## src/rtl/data_read_pkg.sv

```systemverilog
// Shared definitions for the capture controller, the ring buffer and the bus-side reader.
package data_read_pkg;

  localparam int unsigned ADDR_W = 12;
  localparam int unsigned DEPTH  = 1 << ADDR_W;
  localparam int unsigned CH     = 4;

  typedef enum logic [2:0] {
    StIdle,
    StPre,
    StWait,
    StPost,
    StDone
  } state_e;

  function automatic logic is_writing(state_e s);
    return (s == StPre) || (s == StWait) || (s == StPost);
  endfunction

endpackage

```

## src/rtl/data_read_trig_detect.sv

```systemverilog
// Edge/force trigger detector on the registered sample stream; event is valid for one cycle.
module data_read_trig_detect
  import data_read_pkg::*;
#(
  parameter int unsigned CH = data_read_pkg::CH
) (
  input  logic          wr_clk,
  input  logic          rst,
  input  logic          en,
  input  logic [CH-1:0] s1,
  input  logic [CH-1:0] trig_en,
  input  logic          trig_pol,
  input  logic          force_trig,
  output logic          trig
);

  logic [CH-1:0] s1_prev;
  logic [CH-1:0] edges;

  always_ff @(posedge wr_clk or posedge rst) begin
    if (rst) begin
      s1_prev <= '0;
    end else if (en) begin
      s1_prev <= s1;
    end
  end

  assign edges = trig_pol ? (s1 & ~s1_prev) : (~s1 & s1_prev);
  assign trig  = en & ((|(trig_en & edges)) | force_trig);

endmodule

```

## src/rtl/data_read_capture.sv

```systemverilog
// Capture controller filling the circular sample buffer around a trigger.
// Optional decimation strobe: define DATA_READ_CAPTURE_DECIM_EN to add the decim port.
module data_read_capture
  import data_read_pkg::*;
#(
  parameter int unsigned ADDR_W = data_read_pkg::ADDR_W,
  parameter int unsigned CH     = data_read_pkg::CH
) (
  input  logic              wr_clk,
  input  logic              rst,
  input  logic [CH-1:0]     lvds_data,
  input  logic              arm,
  input  logic              abort,
  input  logic              force_trig,
  input  logic [CH-1:0]     trig_en,
  input  logic              trig_pol,
  input  logic [ADDR_W-1:0] pre_len,
`ifdef DATA_READ_CAPTURE_DECIM_EN
  input  logic [7:0]        decim,
`endif
  output logic [ADDR_W-1:0] wr_addr,
  output logic [CH-1:0]     wr_data,
  output logic              wr_en,
  output logic              busy,
  output logic              done,
  output logic [ADDR_W-1:0] trig_addr
);

  state_e            state_q, state_d;
  logic [ADDR_W-1:0] addr_q, addr_d;
  logic [ADDR_W-1:0] cnt_q, cnt_d;
  logic [ADDR_W-1:0] pre_q, pre_d;
  logic [ADDR_W-1:0] trig_addr_q, trig_addr_d;
  logic [CH-1:0]     s1;
  logic              strobe;
  logic              trig;
  logic              done_q;

`ifdef DATA_READ_CAPTURE_DECIM_EN
  logic [7:0] div_q;

  always_ff @(posedge wr_clk or posedge rst) begin
    if (rst) begin
      div_q <= '0;
    end else if (div_q >= decim) begin
      div_q <= '0;
    end else begin
      div_q <= div_q + 8'd1;
    end
  end

  assign strobe = (div_q >= decim);
`else
  assign strobe = 1'b1;
`endif

  always_ff @(posedge wr_clk or posedge rst) begin
    if (rst) begin
      s1 <= '0;
    end else if (strobe) begin
      s1 <= lvds_data;
    end
  end

  data_read_trig_detect #(
    .CH(CH)
  ) u_trig_detect (
    .wr_clk    (wr_clk),
    .rst       (rst),
    .en        (strobe),
    .s1        (s1),
    .trig_en   (trig_en),
    .trig_pol  (trig_pol),
    .force_trig(force_trig),
    .trig      (trig)
  );

  always_comb begin
    state_d     = state_q;
    addr_d      = addr_q;
    cnt_d       = cnt_q;
    pre_d       = pre_q;
    trig_addr_d = trig_addr_q;
    unique case (state_q)
      StIdle, StDone: begin
        if (arm) begin
          addr_d  = '0;
          cnt_d   = '0;
          pre_d   = pre_len;
          state_d = (pre_len == '0) ? StWait : StPre;
        end
      end
      StPre: begin
        if (strobe) begin
          addr_d = addr_q + ADDR_W'(1);
          cnt_d  = cnt_q + ADDR_W'(1);
          if (cnt_q == pre_q - ADDR_W'(1)) begin
            state_d = StWait;
          end
        end
      end
      StWait: begin
        if (strobe) begin
          addr_d = addr_q + ADDR_W'(1);
          if (trig) begin
            trig_addr_d = addr_q;
            // cnt now counts post-trigger writes still owed: DEPTH - pre - 1 == ~pre (mod DEPTH)
            cnt_d       = ~pre_q;
            state_d     = (pre_q == '1) ? StDone : StPost;
          end
        end
      end
      StPost: begin
        if (strobe) begin
          addr_d = addr_q + ADDR_W'(1);
          cnt_d  = cnt_q - ADDR_W'(1);
          if (cnt_q == ADDR_W'(1)) begin
            state_d = StDone;
          end
        end
      end
      default: state_d = StIdle;
    endcase
    if (abort) begin
      state_d = StIdle;
    end
  end

  always_ff @(posedge wr_clk or posedge rst) begin
    if (rst) begin
      state_q     <= StIdle;
      addr_q      <= '0;
      cnt_q       <= '0;
      pre_q       <= '0;
      trig_addr_q <= '0;
    end else begin
      state_q     <= state_d;
      addr_q      <= addr_d;
      cnt_q       <= cnt_d;
      pre_q       <= pre_d;
      trig_addr_q <= trig_addr_d;
    end
  end

  // Write stage; done is delayed so it rises the cycle after the last visible write.
  always_ff @(posedge wr_clk or posedge rst) begin
    if (rst) begin
      wr_en   <= 1'b0;
      wr_addr <= '0;
      wr_data <= '0;
      done_q  <= 1'b0;
    end else begin
      wr_en   <= is_writing(state_q) && strobe && !abort;
      wr_addr <= addr_q;
      wr_data <= s1;
      done_q  <= (state_q == StDone);
    end
  end

  assign busy      = is_writing(state_q);
  assign done      = done_q && (state_q == StDone);
  assign trig_addr = trig_addr_q;

endmodule
```

## config.mk

```make
export PLATFORM = sky130hd
export DESIGN_NAME = data_read_capture
export DESIGN_NICKNAME = d
export VERILOG_FILES = /design/src/rtl/data_read_pkg.sv /design/src/rtl/data_read_trig_detect.sv /design/src/rtl/data_read_capture.sv
export SDC_FILE = /design/constraint.sdc
export NUM_CORES = 1
export LEC_CHECK = 0
export CAP_MARGIN = 20
export CORE_ASPECT_RATIO = 1.4
export CORE_MARGIN = 4
export CORE_UTILIZATION = 59
export CTS_CLUSTER_SIZE = 40
export DETAILED_ROUTE_END_ITERATION = 12
export PLACE_DENSITY_LB_ADDON = 0.15
export SLEW_MARGIN = 30
export SYNTH_ARGS = -nofsm -noshare
export SYNTH_HDL_FRONTEND = slang
export SYNTH_HIERARCHICAL = 1
export SYNTH_SLANG_ARGS = --single-unit
export TNS_END_PERCENT = 20
```

## constraint.sdc

```tcl
create_clock -name wr_clk -period 8.5 [get_ports wr_clk]
set_input_delay 2.55 -clock wr_clk [delete_from_list [all_inputs] [get_ports wr_clk]]
set_output_delay 2.55 -clock wr_clk [all_outputs]
set_load 0.05 [all_outputs]
```

# Word-level counts from Yosys, hierarchy flattened
# Cells that the tools add are included.
# word_totals
register_bits	73
latchBits	0
ram_bits	0
rom_bits	0
input_bits	26
output_inout_bits	31
elab_cells	64
n_memories	0
# classes
n_addsub	4
mul	0
n_div	0
order_cmp	0
n_eq_ne	13
n_shift	0
mux	13
bitwise	7
reduce_logical	17
# op_table
op	count
$pmux 12 s4	1
$add 12x1->12 const B	2
$mux 12	2
$pmux 12 s2	1
$sub 12x1->12 const B	2
$mux 3	6
$and 4x4->4	3
$eq 12x1->1 const B	1
$eq 12x12->1	1
$eq 12x12->1 const B	1
$logic_not 12->1	1
$ne 3x3->1 const B	4
$not 12->12	1
$pmux 3 s4	1
$not 4->4	2
$eq 3x2->1 const B	2
$reduce_and 2->1	3
$mux 4	1
$ne 2x2->1 const B	2
$reduce_and 4->1	1
$reduce_bool 4->1	1
$reduce_or 4->1	1
$eq 3x1->1 const B	1
$eq 3x3->1 const B	1
other kinds (10)	12

# Logic depth before layout (Yosys ltp)
# depth
ltp_word	9
ltp_mapped	11
mapped_depth_nobuf	10

# Cells and area by module
# The synthesis kept the hierarchy.
# by_module_without_submodules
mod	n_inst	cells_each	area_each_um2	seq_area_each_um2
data_read_capture	1	383	3792.4	1826.8
data_read_trig_detect	1	26	236.5	100.1

# Least setup slack after synthesis
# OpenSTA, ideal clock, no wires.
# synth_timing
kind	in2reg
from	in trig_en[0]
to	reg state_q[1]
setup_ns	0.103
arrival_time_ns	4.130
required_time_ns	8.397
slack_ns	4.266
path_stages	10
n_path_buf	0
cell_sequence	nand2_1 -> o221ai_1 -> o21ai_1 -> a31oi_1 -> o22ai_1 -> a22oi_1 -> o21ai_2 -> a2111oi_4 -> nor2_2 -> o41ai_2
# synth_between
elab_chain_cells	5
# synth_rtl
item	line	text
start, declared	data_read_capture.sv:15	input logic [CH-1:0] trig_en,
$and 4x4->4	data_read_trig_detect.sv:29	assign trig = en & ((|(trig_en & edges)) | force_trig);
$reduce_or 4->1	data_read_trig_detect.sv:29	
$or 1x1->1	data_read_trig_detect.sv:29	
named net trig	data_read_capture.sv:36	logic trig;
$ne 3x3->1 (no line)	n/a	
$reduce_and 4->1 (no line)	n/a	
end signal, assigned	data_read_capture.sv:131	state_q <= StIdle;
end signal, assigned	data_read_capture.sv:137	state_q <= state_d;
end, declared	data_read_capture.sv:29	state_e state_q, state_d;
# The timed path passes the listed nets, and every way through them passes these cells.
# A chain may end at the register's enable or synchronous reset.

# Worst setup path in the final report
# layout_timing
from	reg state_q[1]
to	out busy
# layout_between
elab_chain_cells	3
elab_cells_between_ends	5
classes_between	eq/ne (3); reduce/logical (2)
# layout_rtl
item	line	text
$eq 3x1->1 / $eq 3x2->1 (equally long branches)	data_read_pkg.sv:17	return (s == StPre) || (s == StWait) || (s == StPost);
$logic_or 1x1->1	data_read_pkg.sv:17	
$logic_or 1x1->1 *	data_read_pkg.sv:17	
end, declared	data_read_capture.sv:24	output logic busy,
# Mark *: on every way between the ends. The rest lies on a longest branch, timed or not.

==> flow_summary_export.csv <==
group,metric,value,unit
cts,cts_sinks,77,
timing,drv_slew,0,
yosys,synth_top_area_cell,"dfrtp_1",
yosys,synth_top_area_share,47.8,%
critical_path,start_kind,"register",
detailed_routing,dr.pass1.iters,6,
critical_path,crit_path_end_kind,"primary output",
global_routing,overflow,0,
cells_and_area,diodes,0,
critical_path,crit_path_cell_trace,"o21ai_1, clkinv_1, clkdlybuf4s50_1",
die,core_area,6610,um^2
yosys,synth_edf_count,0,
die,die_area,8230,um^2
power,p_per_area,320,nW/um^2
critical_path,slowest_stage,"clkdlybuf4s50_1",
cts,hold_buffers,0,
global_routing,grt_pass1_vias,3485,
min_path,worstHoldPathType,"register to register",
timing,worst_slew_pin_slew,0.845,ns
timing,max_freq,179,MHz
power,leakage,2.03,nW
cells_and_area,drive_gt1_share,11.8,%
timing,worst_slew_margin_rel,43.3,%
die,start_util,60.9,%
cells_and_area,regArea,1930,um^2
cts,path_clk_slew,0.08,ns
yosys,yosysSeqAreaShare,47.8,%
power,internal_power,879,uW
detailed_routing,avgViaCountPerCell,6.14,
timing,setup_violations,0,
die,die_h,106,um
cells_and_area,area_delta_synth_final,20.5,%
critical_path,critical_path_class,"register to primary output",
timing,finClkSkew,0.0119,ns
cts,cts_max_level,3,
run,max_cap_viol_count,0,
critical_path,crit_start,"state_q[1]",
critical_path,cp_top_family,"buffers and inverters",
detailed_routing,drc,0,
detailed_routing,totalWireLength,9700,um
global_routing,grt_max_degree,74,
yosys,ys_ff_latch,77,
yosys,ys_warn_count,6,
cells_and_area,final_cells,558,
die,num_rows,35,
placed_design,portBuffers,56,
global_routing,grt_use_total,25.0,%
timing,grt_setup_unrepaired,"false",
die,ios,57,
yosys,netlist_area,4030,um^2
critical_path,required,5.95,ns
cts,cts-resized-gates,0,
critical_path,critPathArrivalTime,3.05,ns
timing,setup_ws,2.90,ns
power,peakVddDrop,0.266,mV
cts,clock_path_buffers,2,
critical_path,critical_path.max_fanout,20,
power,power,1.56,mW
placed_design,dp_hpwl,6940,um
cts,insertion_delay,0.35,ns
detailed_routing,drt-initial-drc-count,376,
cells_and_area,fin_area,4850,um^2
placed_design,gp_congestion,0.957,
placed_design,dpl_worst_slack,3.30,ns
run_status,status,"finished, final reports clean",
cts,clock-root-buffer,"clkbuf_8",
min_path,hp-start,"s1[1]",
power,swShare,43.5,%
global_routing,grt_pass1_wl,16600,um
cells_and_area,fillCellCount,476,
critical_path,rr_startpoint,"state_q[1]",
power,clkPwrFrac,18.9,%
timing,finalHoldViolations,0,
detailed_routing,antenna_left,0,
detailed_routing,vias,3424,
cts,postCtsSetupRepairBufs,0,
placed_design,place_area,4640,um^2
cts,cts_tree,"yes",
critical_path,slowest_delay,0.82,ns
cells_and_area,multi_input_area,1980,um^2
yosys,synth-async-reset-ratio,100,%
yosys,yosys-top-cells-area,"dfrtp_1, mux2_2, o21ai_0, nand2_1, nor2_1",
timing,fin_tns_setup,0,ns
yosys,synth_area_per_cell,9.85,um^2
global_routing,grt_antenna_before_repair,0,
timing,min_period,5.60,ns
yosys,synth_cells,409,
timing,post-route-period-util,65.9,%
yosys,synthDistinctLibCells,60,
power,pwr-share-seq,38.6,%
power,combPwrFrac,42.5,%
placed_design,dp.cells,542,
detailed_routing,wl_per_cell,17.4,um
power,p_sw,676,uW
cells_and_area,num-nets-final,493,
cts,cts_buffers,9,
die,chipWidth,77.8,um
critical_path,path_buf_inv,2,
yosys,synth-main-ff-cell,"dfrtp_1",
[area by class of cell]
cell class	instances	share of cell area [%]
multi-input combinational	302	40.8
sequential	77	39.7
timing repair buffer	57	11.8
clock buffer	12	2.78
tap	92	2.37
clock inverter	4	1.50
inverter	14	1.08
[registers in the layout, indices dropped and copies added, names as in the netlist]
name,flops
wr_en,1
addr_q,12
s1,4
state_q,3
u_trig_detect/s1_prev,4
wr_data,4
trig_addr,12
done_q,1
pre_q,12
wr_addr,12
cnt_q,12
[cell usage in the layout (no fill, tap or decap), types with 4 or more instances in the layout]
cell / instances
a21oi_1: 15
a22o_1: 4
a31oi_1: 6
and3_1: 10
clkbuf_8: 9
clkdlybuf4s50_1: 56
conb_1: 6
dfrtp_1: 77
ha_1: 6
inv_1: 12
mux2_2: 27
nand2_1: 33
nand3_1: 12
nand3b_1: 5
nand4_1: 4
nor2_1: 33
nor2b_1: 5
nor3_1: 14
nor4_1: 6
o211ai_1: 4
o21ai_0: 34
o22ai_1: 8
o31ai_1: 4
or3_1: 4
xnor2_1: 14
xor2_1: 6
[Yosys cell counts, drive strengths merged (7+ instances only)]
library cell,instances
nor4,7
xnor2,14
and3,10
inv,13
o21ai,37
a21oi,15
o22ai,8
nand2,33
nor2,34
nor3,15
mux2,27
clkbuf,16
nand3,12
dfrtp,77
[kinds of logic after synthesis]
group	synth area share (%)
XOR/XNOR	4.35
buffers and inverters	3.51
AND/OR/NAND/NOR	18.5
AO/OA/AOI/OAI	16.0
flip-flops	47.8
adder cells (fa/ha/maj)	1.86
other	0.0931
multiplexers	7.80
[per-stage QoR]
step	hold WS (ns)	utilization [%]
floorplan	0.381	-
global placement	0.415	70.2
detailed placement	0.411	70.2
CTS	0.433	73.3
global route	0.452	73.4
finish	0.433	73.4
[power groups by stage]
stage | clock network, mW | registers [mW] | logic [mW]
5_1_grt | 0.316 | 0.614 | 0.731
4_1_cts | 0.300 | 0.596 | 0.658
6_report | 0.294 | 0.601 | 0.660
2_1_floorplan | 0 | 0.578 | 0.498
3_3_place_gp | 0 | 0.598 | 0.642
3_5_place_dp | 0 | 0.602 | 0.653
[routing by layer]
layer	GRT usage (%)	part of all wire, %
met5	0	0
met4	10.2	3.5
met3	6.07	7.3
met2	42.4	52
met1	30.2	38
[final timing paths]
path / endpoint / slack, ns / cells past startpoint
max: busy / 2.90 / 3
min: wr_data[1] / 0.43 / 0
max reg2reg: addr_q[4] / 5.52 / 5
min reg2reg: wr_data[1] / 0.43 / 0
max in group asynchronous: wr_addr[9] / 5.34 / 3
min in group asynchronous: u_trig_detect/s1_prev[1] / 2.43 / 2
(Power assumes the default switching activity.)
